[src/rtl/alu_issue_sequencer_if.sv]
// Handshake bundle between the instruction source / result consumer and
// the ALU issue sequencer: instruction valid/ready in, result valid/ready out.
interface alu_issue_sequencer_if #(
  parameter int DATA_W = 8
);
  logic              instr_valid;
  logic              instr_ready;
  logic [DATA_W+7:0] instr_data;
  logic              res_valid;
  logic              res_ready;
  logic [DATA_W-1:0] res_data;
  logic              res_zero;
  logic              res_neg;

  // Upstream producer / downstream consumer side.
  modport master (
    output instr_valid, instr_data, res_ready,
    input  instr_ready, res_valid, res_data, res_zero, res_neg
  );

  // Sequencer side.
  modport slave (
    input  instr_valid, instr_data, res_ready,
    output instr_ready, res_valid, res_data, res_zero, res_neg
  );
endinterface

[src/rtl/alu_issue_sequencer.sv]
// Issue sequencer for an external combinational ALU. Holds a 4-entry
// register file, issues registered operands/opcode, writes the ALU result
// back one cycle later and presents it on a valid/ready result port.
// Load-immediate instructions write the register file directly.
module alu_issue_sequencer #(
  parameter int DATA_W = 8
) (
  input  logic                    clk,
  input  logic                    rst_n,
  alu_issue_sequencer_if.slave    bus,
  output logic [DATA_W-1:0]       alu_a,
  output logic [DATA_W-1:0]       alu_b,
  output logic [2:0]              alu_op,
  input  logic [DATA_W-1:0]       alu_out,
  input  logic [1:0]              dbg_addr,
  output logic [DATA_W-1:0]       dbg_data
);

  typedef enum logic [1:0] {
    IDLE = 2'd0,
    EXEC = 2'd1,
    RESP = 2'd2
  } state_e;

  // Instruction field decode.
  logic              f_is_load;
  logic [2:0]        f_opcode;
  logic [1:0]        f_dst;
  logic [1:0]        f_src_a;
  logic [1:0]        f_src_b;
  logic [DATA_W-1:0] f_imm;

  assign f_is_load = bus.instr_data[DATA_W+7];
  assign f_opcode  = bus.instr_data[DATA_W+6:DATA_W+4];
  assign f_dst     = bus.instr_data[DATA_W+3:DATA_W+2];
  assign f_src_a   = bus.instr_data[DATA_W+1:DATA_W];
  assign f_src_b   = bus.instr_data[DATA_W-1:DATA_W-2];
  assign f_imm     = bus.instr_data[DATA_W-1:0];

  state_e            state_q,     state_d;
  logic [DATA_W-1:0] regs_q [4];
  logic [DATA_W-1:0] regs_d [4];
  logic [DATA_W-1:0] alu_a_q,     alu_a_d;
  logic [DATA_W-1:0] alu_b_q,     alu_b_d;
  logic [2:0]        alu_op_q,    alu_op_d;
  logic [1:0]        dst_q,       dst_d;
  logic [DATA_W-1:0] res_data_q,  res_data_d;
  logic              res_valid_q, res_valid_d;

  logic              instr_ready;

  // Ready only in IDLE and forced low while reset is held, so nothing is
  // taken during reset and the first post-reset cycle can accept.
  assign instr_ready = rst_n && (state_q == IDLE);

  // Next-state, register-file write and operand/result latching.
  // NOTE: every variable gets its hold value first so no path leaves it
  // unassigned; otherwise a latch is inferred.
  always_comb begin
    state_d     = state_q;
    regs_d      = regs_q;
    alu_a_d     = alu_a_q;
    alu_b_d     = alu_b_q;
    alu_op_d    = alu_op_q;
    dst_d       = dst_q;
    res_data_d  = res_data_q;
    res_valid_d = res_valid_q;

    unique case (state_q)
      IDLE: begin
        if (bus.instr_valid && instr_ready) begin
          if (f_is_load) begin
            regs_d[f_dst] = f_imm;
          end else begin
            // Operands are read at accept, so src == dst sees the old value.
            alu_a_d  = regs_q[f_src_a];
            alu_b_d  = regs_q[f_src_b];
            alu_op_d = f_opcode;
            dst_d    = f_dst;
            state_d  = EXEC;
          end
        end
      end
      EXEC: begin
        // ALU has had a full cycle on the registered operands.
        regs_d[dst_q] = alu_out;
        res_data_d    = alu_out;
        res_valid_d   = 1'b1;
        state_d       = RESP;
      end
      RESP: begin
        if (bus.res_ready) begin
          res_valid_d = 1'b0;
          state_d     = IDLE;
        end
      end
      default: begin
        state_d     = IDLE;
        res_valid_d = 1'b0;
      end
    endcase
  end

  // State, register file and datapath registers.
  // NOTE: the register file is small and architecturally defined to read
  // zero after reset, so it is reset along with the control state.
  always_ff @(posedge clk or negedge rst_n) begin
    if (!rst_n) begin
      state_q     <= IDLE;
      for (int i = 0; i < 4; i++) regs_q[i] <= '0;
      alu_a_q     <= '0;
      alu_b_q     <= '0;
      alu_op_q    <= '0;
      dst_q       <= '0;
      res_data_q  <= '0;
      res_valid_q <= 1'b0;
    end else begin
      // NOTE: sequential state uses non-blocking assignment so every flop
      // samples the pre-edge values regardless of statement order.
      state_q     <= state_d;
      regs_q      <= regs_d;
      alu_a_q     <= alu_a_d;
      alu_b_q     <= alu_b_d;
      alu_op_q    <= alu_op_d;
      dst_q       <= dst_d;
      res_data_q  <= res_data_d;
      res_valid_q <= res_valid_d;
    end
  end

  assign alu_a          = alu_a_q;
  assign alu_b          = alu_b_q;
  assign alu_op         = alu_op_q;
  assign bus.instr_ready = instr_ready;
  assign bus.res_valid  = res_valid_q;
  assign bus.res_data   = res_data_q;
  // Flags come from the registered result so they stay stable under backpressure.
  assign bus.res_zero   = (res_data_q == '0);
  assign bus.res_neg    = res_data_q[DATA_W-1];
  assign dbg_data       = regs_q[dbg_addr];

endmodule

[src/flat_wrapper.sv]
// flat-port wrapper written by rule: the top's interface ports become plain ports
module alu_issue_sequencer_flat 
#(
  parameter int DATA_W = 8
)
  (clk, rst_n, alu_a, alu_b, alu_op, alu_out, dbg_addr, dbg_data, bus_instr_valid, bus_instr_data, bus_res_ready, bus_instr_ready, bus_res_valid, bus_res_data, bus_res_zero, bus_res_neg);
  alu_issue_sequencer_if #(.DATA_W(DATA_W)) bus_i ();
  input  logic clk;
  input  logic rst_n;
  output logic [DATA_W-1:0] alu_a;
  output logic [DATA_W-1:0] alu_b;
  output logic [2:0] alu_op;
  input  logic [DATA_W-1:0] alu_out;
  input  logic [1:0] dbg_addr;
  output logic [DATA_W-1:0] dbg_data;
  input wire logic [$bits(bus_i.instr_valid)-1:0] bus_instr_valid;
  input wire logic [$bits(bus_i.instr_data)-1:0] bus_instr_data;
  input wire logic [$bits(bus_i.res_ready)-1:0] bus_res_ready;
  output wire logic [$bits(bus_i.instr_ready)-1:0] bus_instr_ready;
  output wire logic [$bits(bus_i.res_valid)-1:0] bus_res_valid;
  output wire logic [$bits(bus_i.res_data)-1:0] bus_res_data;
  output wire logic [$bits(bus_i.res_zero)-1:0] bus_res_zero;
  output wire logic [$bits(bus_i.res_neg)-1:0] bus_res_neg;
  assign bus_i.instr_valid = bus_instr_valid;
  assign bus_i.instr_data = bus_instr_data;
  assign bus_i.res_ready = bus_res_ready;
  assign bus_instr_ready = bus_i.instr_ready;
  assign bus_res_valid = bus_i.res_valid;
  assign bus_res_data = bus_i.res_data;
  assign bus_res_zero = bus_i.res_zero;
  assign bus_res_neg = bus_i.res_neg;
  alu_issue_sequencer #(.DATA_W(DATA_W)) u_core (.clk(clk), .rst_n(rst_n), .bus(bus_i), .alu_a(alu_a), .alu_b(alu_b), .alu_op(alu_op), .alu_out(alu_out), .dbg_addr(dbg_addr), .dbg_data(dbg_data));
endmodule
[config.mk]
export PLATFORM = sky130hd
export DESIGN_NAME = alu_issue_sequencer_flat
export DESIGN_NICKNAME = d
export VERILOG_FILES = /design/src/rtl/alu_issue_sequencer_if.sv /design/src/rtl/alu_issue_sequencer.sv /design/src/flat_wrapper.sv
export SDC_FILE = /design/constraint.sdc
export NUM_CORES = 1
export LEC_CHECK = 0
export CELL_PAD_IN_SITES_DETAIL_PLACEMENT = 1
export CELL_PAD_IN_SITES_GLOBAL_PLACEMENT = 2
export CORE_MARGIN = 1
export CORE_UTILIZATION = 32
export DETAILED_ROUTE_END_ITERATION = 6
export PLACE_DENSITY_LB_ADDON = 0.1
export SLEW_MARGIN = 20
export SYNTH_ARGS = -nofsm -noshare
export SYNTH_HDL_FRONTEND = slang
export SYNTH_SLANG_ARGS = --single-unit
[constraint.sdc]
create_clock -name clk -period 1.8 [get_ports clk]
set_input_delay 0.45 -clock clk [delete_from_list [all_inputs] [get_ports clk]]
set_output_delay 0.45 -clock clk [all_outputs]
set_load 0.05 [all_outputs]
======== Yosys cells after proc, flatten, opt, wreduce, memory -nomap -nowiden ========
Cells that the tools add are included.
cells by class
  equal/unequal tests ..................... 6
  mux-type cells .......................... 24
  reductions and logical operators ........ 11
  order comparisons ....................... 7
  bitwise gates (word level) .............. 7
operators by type and width
  operator            number
  $bwmux 32           2
  $mux 32             2
  $mux 8              8
  $pmux 32 s2         1
  $bmux 8 s2          3
  $demux 8 s2         2
  $ge 3x3->1 const B  5
  $not 2->3           5
  $reduce_and 3->1    3
  $logic_not 8->1     1
  $ne 2x2->1 const B  4
  $lt 3x1->1 const B  2
  $mux 2              3
  $pmux 2 s3          1
  $logic_and 1x1->1   4
  $pmux 1 s3          1
  $eq 2x1->1 const B  1
  $eq 2x2->1 const B  1
  $logic_not 2->1     1
  $not 1->1           2
  $reduce_and 2->1    1
  $reduce_bool 2->1   1
  $mux 1              1
storage, ports and cells
  word-level logic and storage cells ...... 66
  bits in registers ....................... 64

======== Longest topological paths before layout ========
Gate-level depths: netlist of run 1.
  depth in word-level cells ............... 9
  mapped depth ............................ 6
  mapped depth without buffers ............ 4

======== Worst setup path before layout of run 1 ========
Ideal clock, no wire load.
  path type ............................... register to output
  start ................................... register u_core.res_data_q[5] (netlist: u_core.bus.res_data[5])
  end ..................................... output bus_res_zero
  stages on the path, launching flop included .. 3
  buffers on the path ..................... 0
  path slack .............................. -0.443 ns
  arrival time ............................ 1.793 ns
  path through ............................ dfrtp_1 > or4_1 > nor2_1
between the ends
  cells in the longest elaborated chain, start to end .. 1
RTL lines
  element                   line                        text
  start: declaration        alu_issue_sequencer.sv:47   logic [DATA_W-1:0] res_data_q, res_data_d;
  start signal: assignment  alu_issue_sequencer.sv:126  res_data_q <= res_data_d;
  $logic_not 8->1           alu_issue_sequencer.sv:138  assign bus.res_zero = (res_data_q == '0);
  end: declaration          flat_wrapper.sv:22          output wire logic [$bits(bus_i.res_zero)-1:0] bus_res_zero;
No other way between the ends.

======== Worst setup path after layout of run 1 ========
  start ................................... register u_core.res_data_q[3] (netlist: u_core.bus.res_data[3])
  end ..................................... output bus_res_zero
The elaborated chain is that of the path after synthesis.

==> results of run 1 <==
-- critical path, stage by stage (launching register included) --
cell and delay, ns:
dfrtp_1 0.39, or4_4 0.55, nor2_4 0.14, buf_12 0.14
-- kinds of logic (layout without fill, tap and decap cells) --
family          count (synthesis)  after routing  synth area share
buf+inv                        16            150            0.0226
compound gates                 39             39             0.106
mux                            77             77             0.331
flops                          64             64             0.467
simple gates                   48             48            0.0729
-- layer usage --
| layer | global-route usage | up-vias |
|---|---|---|
| li1 | - | 1209 |
| met4 | 0.0496 | 0 |
| met2 | 0.341 | 70 |
| met1 | 0.281 | 1378 |
| met5 | 0 | - |
| met3 | 0.0421 | 4 |
-- repair_timing --
action | 4_1_cts | 5_1_grt
pin swaps | 3 | 0
resized for setup | 19 | 3
endpoints found under the setup margin | 9 | 23
setup buffers | 30 | 3
gates cloned | 0 | 0
-- final cells by class --
cell class                      instances  area (um^2)  share of cell area
Clock inverter                          4         22.5             0.00454
Sequential cell                        64         1600               0.323
Timing Repair Buffer                  135         1250               0.251
Tap cell                              136          170              0.0343
Multi-Input combinational cell        164         1790               0.360
Clock buffer                           11          131              0.0265
-- state kept, by name, indices dropped and copies added (netlist names) --
name / cells
u_core.regs_q: 32
u_core.bus.res_data: 8
u_core.dst_q: 2
u_core.alu_a: 8
u_core.bus.res_valid: 1
u_core.alu_b: 8
u_core.state_q: 2
u_core.alu_op: 3
-- Yosys cell counts, types with 3 or more instances --
cell / count
o2bb2ai_1: 24
clkbuf_1: 3
buf_4: 3
o21ai_4: 3
nand2_1: 28
nand2b_1: 3
a32o_1: 8
dfrtp_1: 64
buf_1: 5
buf_2: 5
mux4_2: 24
nor2_1: 7
mux2_2: 53
-- power groups by stage --
stage / Combinational [mW] / Clock [mW] / Sequential, mW
floorplan: 0.790 / 0 / 2.50
global placement: 2.03 / 0 / 1.98
detailed placement: 2.05 / 0 / 1.99
CTS: 2.35 / 1.07 / 1.92
global route: 2.48 / 1.13 / 1.97
finish: 2.36 / 1.03 / 1.93
-- worst max-delay path by stage --
| stage | slack, ns | startpoint | to | cells after the start |
|---|---|---|---|---|
| floorplan | -0.24 | u_core.bus.res_data[5] | bus_res_zero | 2 |
| global placement | -0.52 | dbg_addr[0] | dbg_data[4] | 4 |
| detailed placement | -0.52 | dbg_addr[0] | dbg_data[4] | 4 |
| CTS | -0.22 | u_core.bus.res_data[0] | bus_res_zero | 3 |
| global route | -0.25 | u_core.bus.res_data[3] | bus_res_zero | 3 |
| finish | -0.20 | u_core.bus.res_data[3] | bus_res_zero | 3 |
-- metrics by stage --
step / utilization / hold WS [ns] / std cells / area [um^2] / setup TNS, ns
finish: 0.478 / 0.107 / 514 / 4960 / -0.418
global route: 0.478 / 0.111 / 514 / 4960 / -0.830
CTS: 0.475 / 0.0996 / 511 / 4930 / -0.566
detailed placement: 0.434 / 0.469 / 466 / 4500 / -17.16
global placement: 0.434 / 0.467 / 466 / 4500 / -15.93
floorplan: - / 0.154 / 244 / 3440 / -0.244
==> results.cfg, run 1 <==
[power_and_ir_drop]
power_leakage_nw = 2.27
ir_drop_v = 0.000672
finalPower_mw = 5.32
p_sw_frac = 0.389
power_frac_clock = 0.194
p_int_mw = 3.25
p_switching_mw = 2.07
seqPwrFrac = 0.362
power_density_nw_per_um2 = 1070
combPwrFrac = 0.443

[global_route]
gr-total-overflow = 0
grt.total_usage = 0.207
grt_pass1_wl_mm = 16.9
grt_pass1_vias = 2922
antenna_found_initial = 0
grt_max_degree = 56

[yosys]
yosys_warnings = 0
yosys-top-cells-area = dfrtp_1 47%, mux2_2 17%, mux4_2 16%, o2bb2ai_1 6.1%, nand2_1 3.1%
synthCells = 244
synth_area_um2 = 3430
seq_area_frac_synth = 0.467
synth-main-ff-cell = dfrtp_1
synth-edff-count = 0
synth_cell_types = 24
synth_seq_cells = 64
synth.net_count = 274
synth_area_leader_cell = dfrtp_1
netlist.area_leader.share = 0.467
synth.avg_cell_area_um2 = 14.1
synthArstFlopShare = 1.00

[floorplanning]
rows = 37
die_y_um = 106
start_util = 0.331
core_um2 = 10400
die_area_um2 = 11100
io_pins = 69
die_width_um = 106

[layout]
antenna_cells = 0
final_common_cell = buf_4
fillers = 1101
area_delta_synth_final_pct = 44.5
most-common-layout-cells = 88 x buf_4, 64 x dfrtp_1, 53 x mux2_2, 28 x nand2_1, 25 x clkdlybuf4s50_1
final_nets = 404
drive_gt1_frac = 0.556

[setup_path]
r2r-end = u_core.regs_q[3]
reg2reg_depth = 5
r2r_slack_ns = 0.11
cp.required_ns = 1.35
reg2reg_from = u_core.state_q[1]
worstPathMaxFanout = 2
end_kind = primary output
cp_data_arrival_time_ns = 1.55
crit_type = reg2out
worst_setup_path_start_kind = register

[timing]
fmax_ghz = 0.501
rsz0062_at_grt = true
fin_ws_ns = -0.196
worst_pin_slew_ns = 0.752
period_share = 1.11
max-slew-margin-rel = 0.498
hold_viol = 0
skew_ns = 0.00773
setup_viol = 9
period_minus_slack_ns = 2.00
drv_slew = 0

[run_status]
violations = setup timing
status = finished with violations

[detailed_routing]
route.met2.wl_mm = 5.24
highest_layer = met4
num_vias = 2661
drc = 0
ant_nets = 0
wl_met3_um = 412
wl_met1_mm = 4.84
dr.pass1.iters = 6
drt_wl_total_mm = 10.6
drt-wirelength-per-cell_um = 20.5
viasPerCell = 5.18
dr.first_iter.drc_count = 79

[flow_run]
max_cap_violations = 0

[placement]
finalWeightedCongestion = 0.729
hpwl_mm = 7.08
io_buffers = 68
dp_worst_setup_slack_ns = -0.515

[clock_tree]
clkSinkCount = 64
clockBufferDepth = 2
clk_latency_ns = 0.33
root_buffer = clkbuf_8
numCtsBuffers = 9
clkTransAtPathRegs_ns = 0.07
hold_buffers = 0
htree_num_levels = 3
cts_tree = yes

[worst_hold_path]
hold_class = in2async
No activity file was read; power rests on OpenSTA's default activity.
==> run 2, diff against run 1 <==
--- a/config.mk
+++ b/config.mk
@@ -8,9 +8,11 @@
 export CELL_PAD_IN_SITES_DETAIL_PLACEMENT = 1
 export CELL_PAD_IN_SITES_GLOBAL_PLACEMENT = 2
 export CORE_MARGIN = 1
-export CORE_UTILIZATION = 32
+export CORE_UTILIZATION = 38
 export DETAILED_ROUTE_END_ITERATION = 6
+export GPL_ROUTABILITY_DRIVEN = 0
 export PLACE_DENSITY_LB_ADDON = 0.1
+export SKIP_LAST_GASP = 1
 export SLEW_MARGIN = 20
 export SYNTH_ARGS = -nofsm -noshare
 export SYNTH_HDL_FRONTEND = slang
==> constraint.sdc (replaced) <==
create_clock -name clk -period 2.3 [get_ports clk]
set_input_delay 0.575 -clock clk [delete_from_list [all_inputs] [get_ports clk]]
set_output_delay 0.575 -clock clk [all_outputs]
set_load 0.05 [all_outputs]
==> run 2 against run 1 <==
  * The flow now finishes without violations
  * Sequential power is 20% lower
  * Setup slack improved by 0.24 ns
  * Critical endpoint is now dbg_data[3]
  * Largest power group unchanged
  * Clock power is 15% lower
  * Critical path depth grew 1
  * Largest cell class unchanged
  * Non-clock buffer count fell by 41
==> results.cfg, run 2 (synthesis results as in run 1) <==
[detailed_routing]
wl_met1_mm = 4.40
drt_wl_total_mm = 9.59
num_vias = 2528
viasPerCell = 5.68
drc = 0
drt-wirelength-per-cell_um = 21.6
ant_nets = 0
dr.first_iter.drc_count = 122
dr.pass1.iters = 4
highest_layer = met4
route.met2.wl_mm = 4.73
wl_met3_um = 354

[timing]
hold_viol = 0
hold_ws_ns = 0.222
fmax_ghz = 0.444
period_minus_slack_ns = 2.25
period_share = 0.980
skew_ns = 0.00737
setup_viol = 0
worst_pin_slew_ns = 0.666
max-slew-margin-rel = 0.556
drv_slew = 0
rsz0062_at_grt = false

[power_and_ir_drop]
p_switching_mw = 1.56
combPwrFrac = 0.403
ir_drop_v = 0.000481
p_int_mw = 2.49
power_frac_clock = 0.217
finalPower_mw = 4.06
power_leakage_nw = 1.99
p_sw_frac = 0.385
power_density_nw_per_um2 = 876
seqPwrFrac = 0.380

[setup_path]
crit_chain = dlygate4sd2_1, buf_12, mux4_2, buf_6
end_kind = primary output
critical-path-max-stage-delay_ns = 0.52
worstPathMaxFanout = 8
cp_data_arrival_time_ns = 1.68
critical-path-slowest-cell = mux4_2
crit_family = buffers and inverters
cp.required_ns = 1.73
crit_type = in2out
worst_setup_path_start_kind = input port
path_buf_inv = 3

[clock_tree]
numCtsBuffers = 9
clockBufferDepth = 2
clkSinkCount = 64
root_buffer = clkbuf_8
htree_num_levels = 3
clkTransAtPathRegs_ns = 0.07
cts_tree = yes
cts_setup_buffers = 0
clk_latency_ns = 0.34
postCtsResizedCells = 10
hold_buffers = 0

[layout]
largest_reg_flops = 32
most-common-layout-cells = 64 x dfrtp_1, 55 x clkdlybuf4s50_1, 53 x mux2_2, 28 x nand2_1
drive_gt1_frac = 0.404
seq_area_um2 = 1600
area_delta_synth_final_pct = 35.0
final_nets = 363
fillers = 865
largest_register = u_core.regs_q
antenna_cells = 0
multiInputGateArea_um2 = 1760
final_common_cell = dfrtp_1

[run_status]
status = complete, no violations

[global_route]
grt.total_usage = 0.226
antenna_found_initial = 0
grt_pass1_wl_mm = 16.2
grt_pass1_vias = 2848
grt_max_degree = 50
gr-total-overflow = 0

[floorplanning]
core_um2 = 8720
die_area_um2 = 9420
die_y_um = 97.0
start_util = 0.394
io_pins = 69
die_width_um = 97.0
rows = 34

[worst_hold_path]
hold_class = in2async

[flow_run]
max_cap_violations = 0

[placement]
hpwl_mm = 6.74
io_buffers = 68
==> run 2: changes by cell type in the layout (fill, tap and decap cells not counted), moves of 2 or more <==
cell,delta
buf_12,-3
buf_4,-67
buf_8,-2
clkbuf_8,+2
clkdlybuf4s50_1,+30
or4_1,+2
or4_4,-2
==> run 2: power groups by stage <==
stage	logic, mW	clock network (mW)	registers [mW]
2_1_floorplan	0.617	0	1.95
3_3_place_gp	1.61	0	1.55
3_5_place_dp	1.62	0	1.56
4_1_cts	1.65	0.910	1.54
5_1_grt	1.72	0.956	1.58
6_report	1.64	0.879	1.54
==> run 2: per-layer routing <==
| layer | vias up | GRT usage |
|---|---|---|
| li1 | 1126 | - |
| met1 | 1333 | 0.312 |
| met2 | 60 | 0.366 |
| met3 | 9 | 0.0361 |
| met4 | 0 | 0.0735 |
| met5 | - | 0 |
==> run 2: through the flow <==
step	util	TNS (ns)	worst slack (ns)	cells	cell area [um^2]
final	0.531	0	0.0468	445	4630
after global routing	0.531	0	0.00994	445	4630
after CTS	0.531	0	0.0351	445	4630
after detailed placement	0.508	-1.87	-0.244	430	4430
after global placement	0.508	-1.78	-0.241	430	4430
after floorplan	-	0	0.00438	244	3430
==> run 2: cell type report <==
class | instances | area share
Multi-Input combinational cell | 164 | 0.380
Sequential cell | 64 | 0.346
Timing Repair Buffer | 94 | 0.207
Clock buffer | 12 | 0.0335
Tap cell | 108 | 0.0292
Clock inverter | 3 | 0.00378
==> run 2: path summary, 6_finish.rpt <==
| kind | slack [ns] | end | depth (start not counted) | startpoint |
|---|---|---|---|---|
| setup / recovery | 0.05 | dbg_data[3] | 4 | dbg_addr[0] |
| hold / removal | 0.22 | u_core.bus.res_valid | 2 | rst_n |
| setup reg to reg | 0.48 | u_core.regs_q[26] | 6 | u_core.state_q[1] |
| hold reg to reg | 0.48 | u_core.bus.res_valid | 1 | u_core.bus.res_valid |
| max in group asynchronous | 1.44 | u_core.regs_q[5] | 2 | rst_n |
| min in group clk | 0.48 | u_core.bus.res_valid | 1 | u_core.bus.res_valid |
==> run 3, diff against run 2 <==
--- a/config.mk
+++ b/config.mk
@@ -9,6 +9,7 @@
 export CELL_PAD_IN_SITES_GLOBAL_PLACEMENT = 2
 export CORE_MARGIN = 1
 export CORE_UTILIZATION = 38
+export CTS_BUF_LIST = sky130_fd_sc_hd__clkbuf_16
 export DETAILED_ROUTE_END_ITERATION = 6
 export GPL_ROUTABILITY_DRIVEN = 0
 export PLACE_DENSITY_LB_ADDON = 0.1
==> run 3 against run 2 <==
  * Routed wire length up 3.5%
  * Die area unchanged
  * Critical path depth unchanged
  * Combinational power about the same
  * Utilization up 0.96 points
  * Final cell count up 0.22%
  * Hold slack better by 0.023 ns
  * Clock skew down 0.00075 ns
  * Count of clock-buffer cells in the layout down 3
  * Via count up 1.7%
==> results.cfg, run 3 (synthesis results as in run 1) <==
[run_status]
status = complete, no violations

[setup_path]
cp.required_ns = 1.73
crit_family = buffers and inverters
worst_setup_path_start_kind = input port
cp_data_arrival_time_ns = 1.68
r2r_slack_ns = 0.47
worstPathMaxFanout = 8
path_buf_inv = 3
crit_chain = dlygate4sd2_1, buf_12, mux4_2, buf_6
critical-path-slowest-cell = mux4_2
critical-path-max-stage-delay_ns = 0.52
end_kind = primary output
crit_type = in2out

[detailed_routing]
wl_met1_mm = 4.45
route.met2.wl_mm = 4.91
wl_met3_um = 436
ant_nets = 0
drc = 0
viasPerCell = 5.76
num_vias = 2570
highest_layer = met4
drt_wl_total_mm = 9.92
dr.first_iter.drc_count = 101
drt-wirelength-per-cell_um = 22.2
dr.pass1.iters = 4

[flow_run]
max_cap_violations = 0

[placement]
hpwl_mm = 6.74
io_buffers = 68
place_area_um2 = 4430
dp_cells = 430

[clock_tree]
clk_latency_ns = 0.33
htree_num_levels = 3
root_buffer = clkbuf_16
clkTransAtPathRegs_ns = 0.06
numCtsBuffers = 9
clkSinkCount = 64
clockBufferDepth = 2
cts_tree = yes
hold_buffers = 0

[floorplanning]
rows = 34
die_area_um2 = 9420
start_util = 0.394
die_width_um = 97.0
core_um2 = 8720
io_pins = 69
die_y_um = 97.0

[timing]
skew_ns = 0.00662
drv_slew = 0
rsz0062_at_grt = false
fmax_ghz = 0.444
hold_viol = 0
setup_viol = 0
period_minus_slack_ns = 2.25
tns_ns = 0
worst_pin_slew_ns = 0.676
period_share = 0.979
max-slew-margin-rel = 0.549

[layout]
largest_reg_flops = 32
final_common_cell = dfrtp_1
stdcell_area_um2 = 4720
instances_no_fill = 446
most-common-layout-cells = 64 x dfrtp_1, 55 x clkdlybuf4s50_1, 53 x mux2_2, 28 x nand2_1
area_delta_synth_final_pct = 37.4
fillers = 852
largest_register = u_core.regs_q
final_nets = 363
drive_gt1_frac = 0.398

[global_route]
grt.total_usage = 0.229
grt_pass1_vias = 2947
gr-total-overflow = 0
antenna_found_initial = 1
grt_max_degree = 50
grt_pass1_wl_mm = 16.5

[power_and_ir_drop]
power_density_nw_per_um2 = 930
power_leakage_nw = 2.03
ir_drop_v = 0.000440
finalPower_mw = 4.39

[worst_hold_path]
hold_class = in2async
run 3: cell count changes in the layout (fill, tap and decap cells not counted):
cell / delta
clkbuf_8: -11
clkbuf_16: +9
clkinv_1: +2
clkbuf_1: -1
diode_2: +1
inv_1: +1
run 3: final cells by class:
| cell class | instances | area (um^2) | area share |
|---|---|---|---|
| Clock inverter | 6 | 28.8 | 0.00610 |
| Sequential cell | 64 | 1600 | 0.340 |
| Timing Repair Buffer | 94 | 961 | 0.204 |
| Antenna cell | 1 | 2.50 | 0.000531 |
| Tap cell | 108 | 135 | 0.0287 |
| Multi-Input combinational cell | 164 | 1760 | 0.374 |
| Clock buffer | 9 | 225 | 0.0478 |
run 3: worst paths after layout:
| check | from | end | cells after the start |
|---|---|---|---|
| worst max-delay path | dbg_addr[0] | dbg_data[3] | 4 |
| worst min-delay path | rst_n | u_core.bus.res_valid | 2 |
| worst max register to register | u_core.state_q[1] | u_core.regs_q[26] | 6 |
| worst min register to register | u_core.bus.res_valid | u_core.bus.res_valid | 1 |
| max in group asynchronous | rst_n | u_core.regs_q[29] | 2 |
| min in group clk | u_core.bus.res_valid | u_core.bus.res_valid | 1 |
run 3: what timing repair did:
action	4_1_cts	5_1_grt
gates resized for setup	10	0
setup buffers	0	0
endpoints found under the setup margin	8	0
run 3: metrics by stage:
step | util | hold slack, ns | setup slack, ns
detailed placement | 0.508 | 0.469 | -0.244
finish | 0.541 | 0.245 | 0.0484
global placement | 0.508 | 0.464 | -0.241
CTS | 0.540 | 0.252 | 0.0351
global route | 0.540 | 0.280 | 0.00994
floorplan | - | 0.279 | 0.00438
run 3: power breakdown:
part	internal (mW)	switching [mW]
registers	1.36	0.187
logic	0.696	0.950
clock network	0.707	0.488
run 3: per-layer routing:
| layer | vias up | track usage |
|---|---|---|
| met5 | - | 0 |
| met4 | 0 | 0.0608 |
| met3 | 12 | 0.0405 |
| met2 | 68 | 0.380 |
| met1 | 1363 | 0.311 |
| li1 | 1127 | - |
run 3: worst reg2reg max path: stages, from the launching register on:
cell      delay [ns]
dfrtp_1         0.45
nand2b_1        0.22
buf_4           0.21
nor3_1          0.15
o21a_1          0.18
buf_4           0.17
mux2_2          0.34
==> edit: new RTL, flow settings as in run 2 <==
`DATA_W` is set to 8 in 3 places; all go to 10.
--- a/src/rtl/alu_issue_sequencer_if.sv
+++ b/src/rtl/alu_issue_sequencer_if.sv
@@ -1,7 +1,7 @@
 // Handshake bundle between the instruction source / result consumer and
 // the ALU issue sequencer: instruction valid/ready in, result valid/ready out.
 interface alu_issue_sequencer_if #(
-  parameter int DATA_W = 8
+  parameter int DATA_W = 10
 );
   logic              instr_valid;
   logic              instr_ready;
--- a/src/rtl/alu_issue_sequencer.sv
+++ b/src/rtl/alu_issue_sequencer.sv
@@ -3,7 +3,7 @@
 // back one cycle later and presents it on a valid/ready result port.
 // Load-immediate instructions write the register file directly.
 module alu_issue_sequencer #(
-  parameter int DATA_W = 8
+  parameter int DATA_W = 10
 ) (
   input  logic                    clk,
   input  logic                    rst_n,
--- a/src/flat_wrapper.sv
+++ b/src/flat_wrapper.sv
@@ -1,7 +1,7 @@
 // flat-port wrapper written by rule: the top's interface ports become plain ports
 module alu_issue_sequencer_flat 
 #(
-  parameter int DATA_W = 8
+  parameter int DATA_W = 10
 )
   (clk, rst_n, alu_a, alu_b, alu_op, alu_out, dbg_addr, dbg_data, bus_instr_valid, bus_instr_data, bus_res_ready, bus_instr_ready, bus_res_valid, bus_res_data, bus_res_zero, bus_res_neg);
   alu_issue_sequencer_if #(.DATA_W(DATA_W)) bus_i ();
Interface: changed (6 resized); port bits go from 69 to 81. No check against the original RTL was run, so the function may have changed too.
==> edit against run 2 <==
The run now ends with negative setup slack left. Critical path depth shrank 1. Sequential cell count grew 14. Synthesized area grew 22%. Count of clock-buffer cells in the layout fell by 2. Setup slack worse by 0.075 ns. Power grew 21%. Routed wire length up 24%. Design area up 21%.
==> edit: results (changes against run 2) <==
Outcome
  • Status: finished with violations (was finished, final reports clean)
  • Failing checks: negative setup slack

Cells and area
  • Footprint of the multi-input gates: 2142 um^2 (was 1762 um^2)
  • Seq/total area: 0.3483 (was 0.3458)
  • Layout area overhead: 34.07% (was 34.96%)
  • Clock-cell share: 0.03385 (was 0.03728)
  • Non-clock buffering overhead: 0.2062 (was 0.2075)

Timing
  • Final setup fails: 1 (was 0)
  • Final setup margin: -0.02799 ns (was 0.04680 ns)
  • Worst Skew: 0.01013 ns (was 0.007371 ns)

Clock tree
  • Post-CTS Setup Inserts: 2 (was 0)
  • CTS Hold Bufs: 1 (was 0)
  • Skew-Pair Late Insertion Delay: 0.36 ns (was 0.34 ns)
  • Gates resized, CTS repair: 13 (was 10)

Critical path
  • R2R depth: 5 (was 6)
  • CP top delay family: simple AND/OR/NAND/NOR gates (was buffers and inverters)
  • Worst r2r src: u_core.state_q[0] (was u_core.state_q[1])
  • CP Max Fanout: 2 (was 8)
  • CP peak stage delay: 0.55 ns (was 0.52 ns)
  • FF-to-FF End: u_core.regs_q[33] (was u_core.regs_q[26])

Detailed routing
  • Via Count: 3045 (was 2528)
  • WL per Instance: 22.02 um (was 21.55 um)
  • Wl on met1: 5431 um (was 4400 um)
  • DR WL met2: 5762 um (was 4725 um)
  • Initial drt markers: 99 (was 122)

GRT
  • Met1 Resource Use GR: 0.3152 (was 0.3122)
  • Met2 Resource Use GR: 0.3700 (was 0.3657)
  • Met3 global-route usage: 0.02979 (was 0.03613)
  • Total global routing track utilization: 0.2298 (was 0.2263)
  • Vias in the first global route: 3360 (was 2848)

Logic synthesis
  • Most frequent cells after synthesis: dfrtp_1 (78), mux2_2 (63), nand2_1 (34) (was dfrtp_1 (64), mux2_2 (53), nand2_1 (28))
  • Sequential fraction of the synthesis area: 0.4658 (was 0.4666)
  • Synth area leaders: dfrtp_1 (47%), mux2_2 (17%), mux4_2 (16%) (unchanged)
  • Netlist cell types: 26 (was 24)

Pwr
  • Pleak: 2.402 nW (was 1.988 nW)
  • Logic pwr share: 0.404 (was 0.403)
  • Internal: 3.003 mW (was 2.492 mW)
  • Seq power: 1.89 mW (was 1.54 mW)

Place
  • Placed instance area: 5355 um^2 (was 4432 um^2)
  • Port-buffer cells: 80 (was 68)
[edit: cell types whose count changed in the layout (fill, tap and decap cells not counted), sizes merged, moves of 2 or more]
cell / delta
mux4: +6
a32o: +2
mux2: +12
clkdlybuf4s50: +10
nand2: +6
dfrtp: +14
clkbuf: -2
buf: +8
o2bb2ai: +6
clkinv: +3
[edit: logic make-up (layout without fill, tap and decap cells)]
kind of cell           Yosys count  after routing  synth area share
and+or+nand+nor                 54             54           0.06539
buffers and inverters           23            129           0.02837
DFF                             78             78            0.4658
AOI/OAI and AO/OA               47             47            0.1045
muxes                           95             95            0.3359
[edit: metrics by stage]
stage	hold WS, ns	utilization
6_report	0.2884	0.5346
5_1_grt	0.3262	0.5346
4_1_cts	0.2922	0.5338
3_5_place_dp	0.3817	0.5096
3_3_place_gp	0.3783	0.5096
2_1_floorplan	0.2794	-
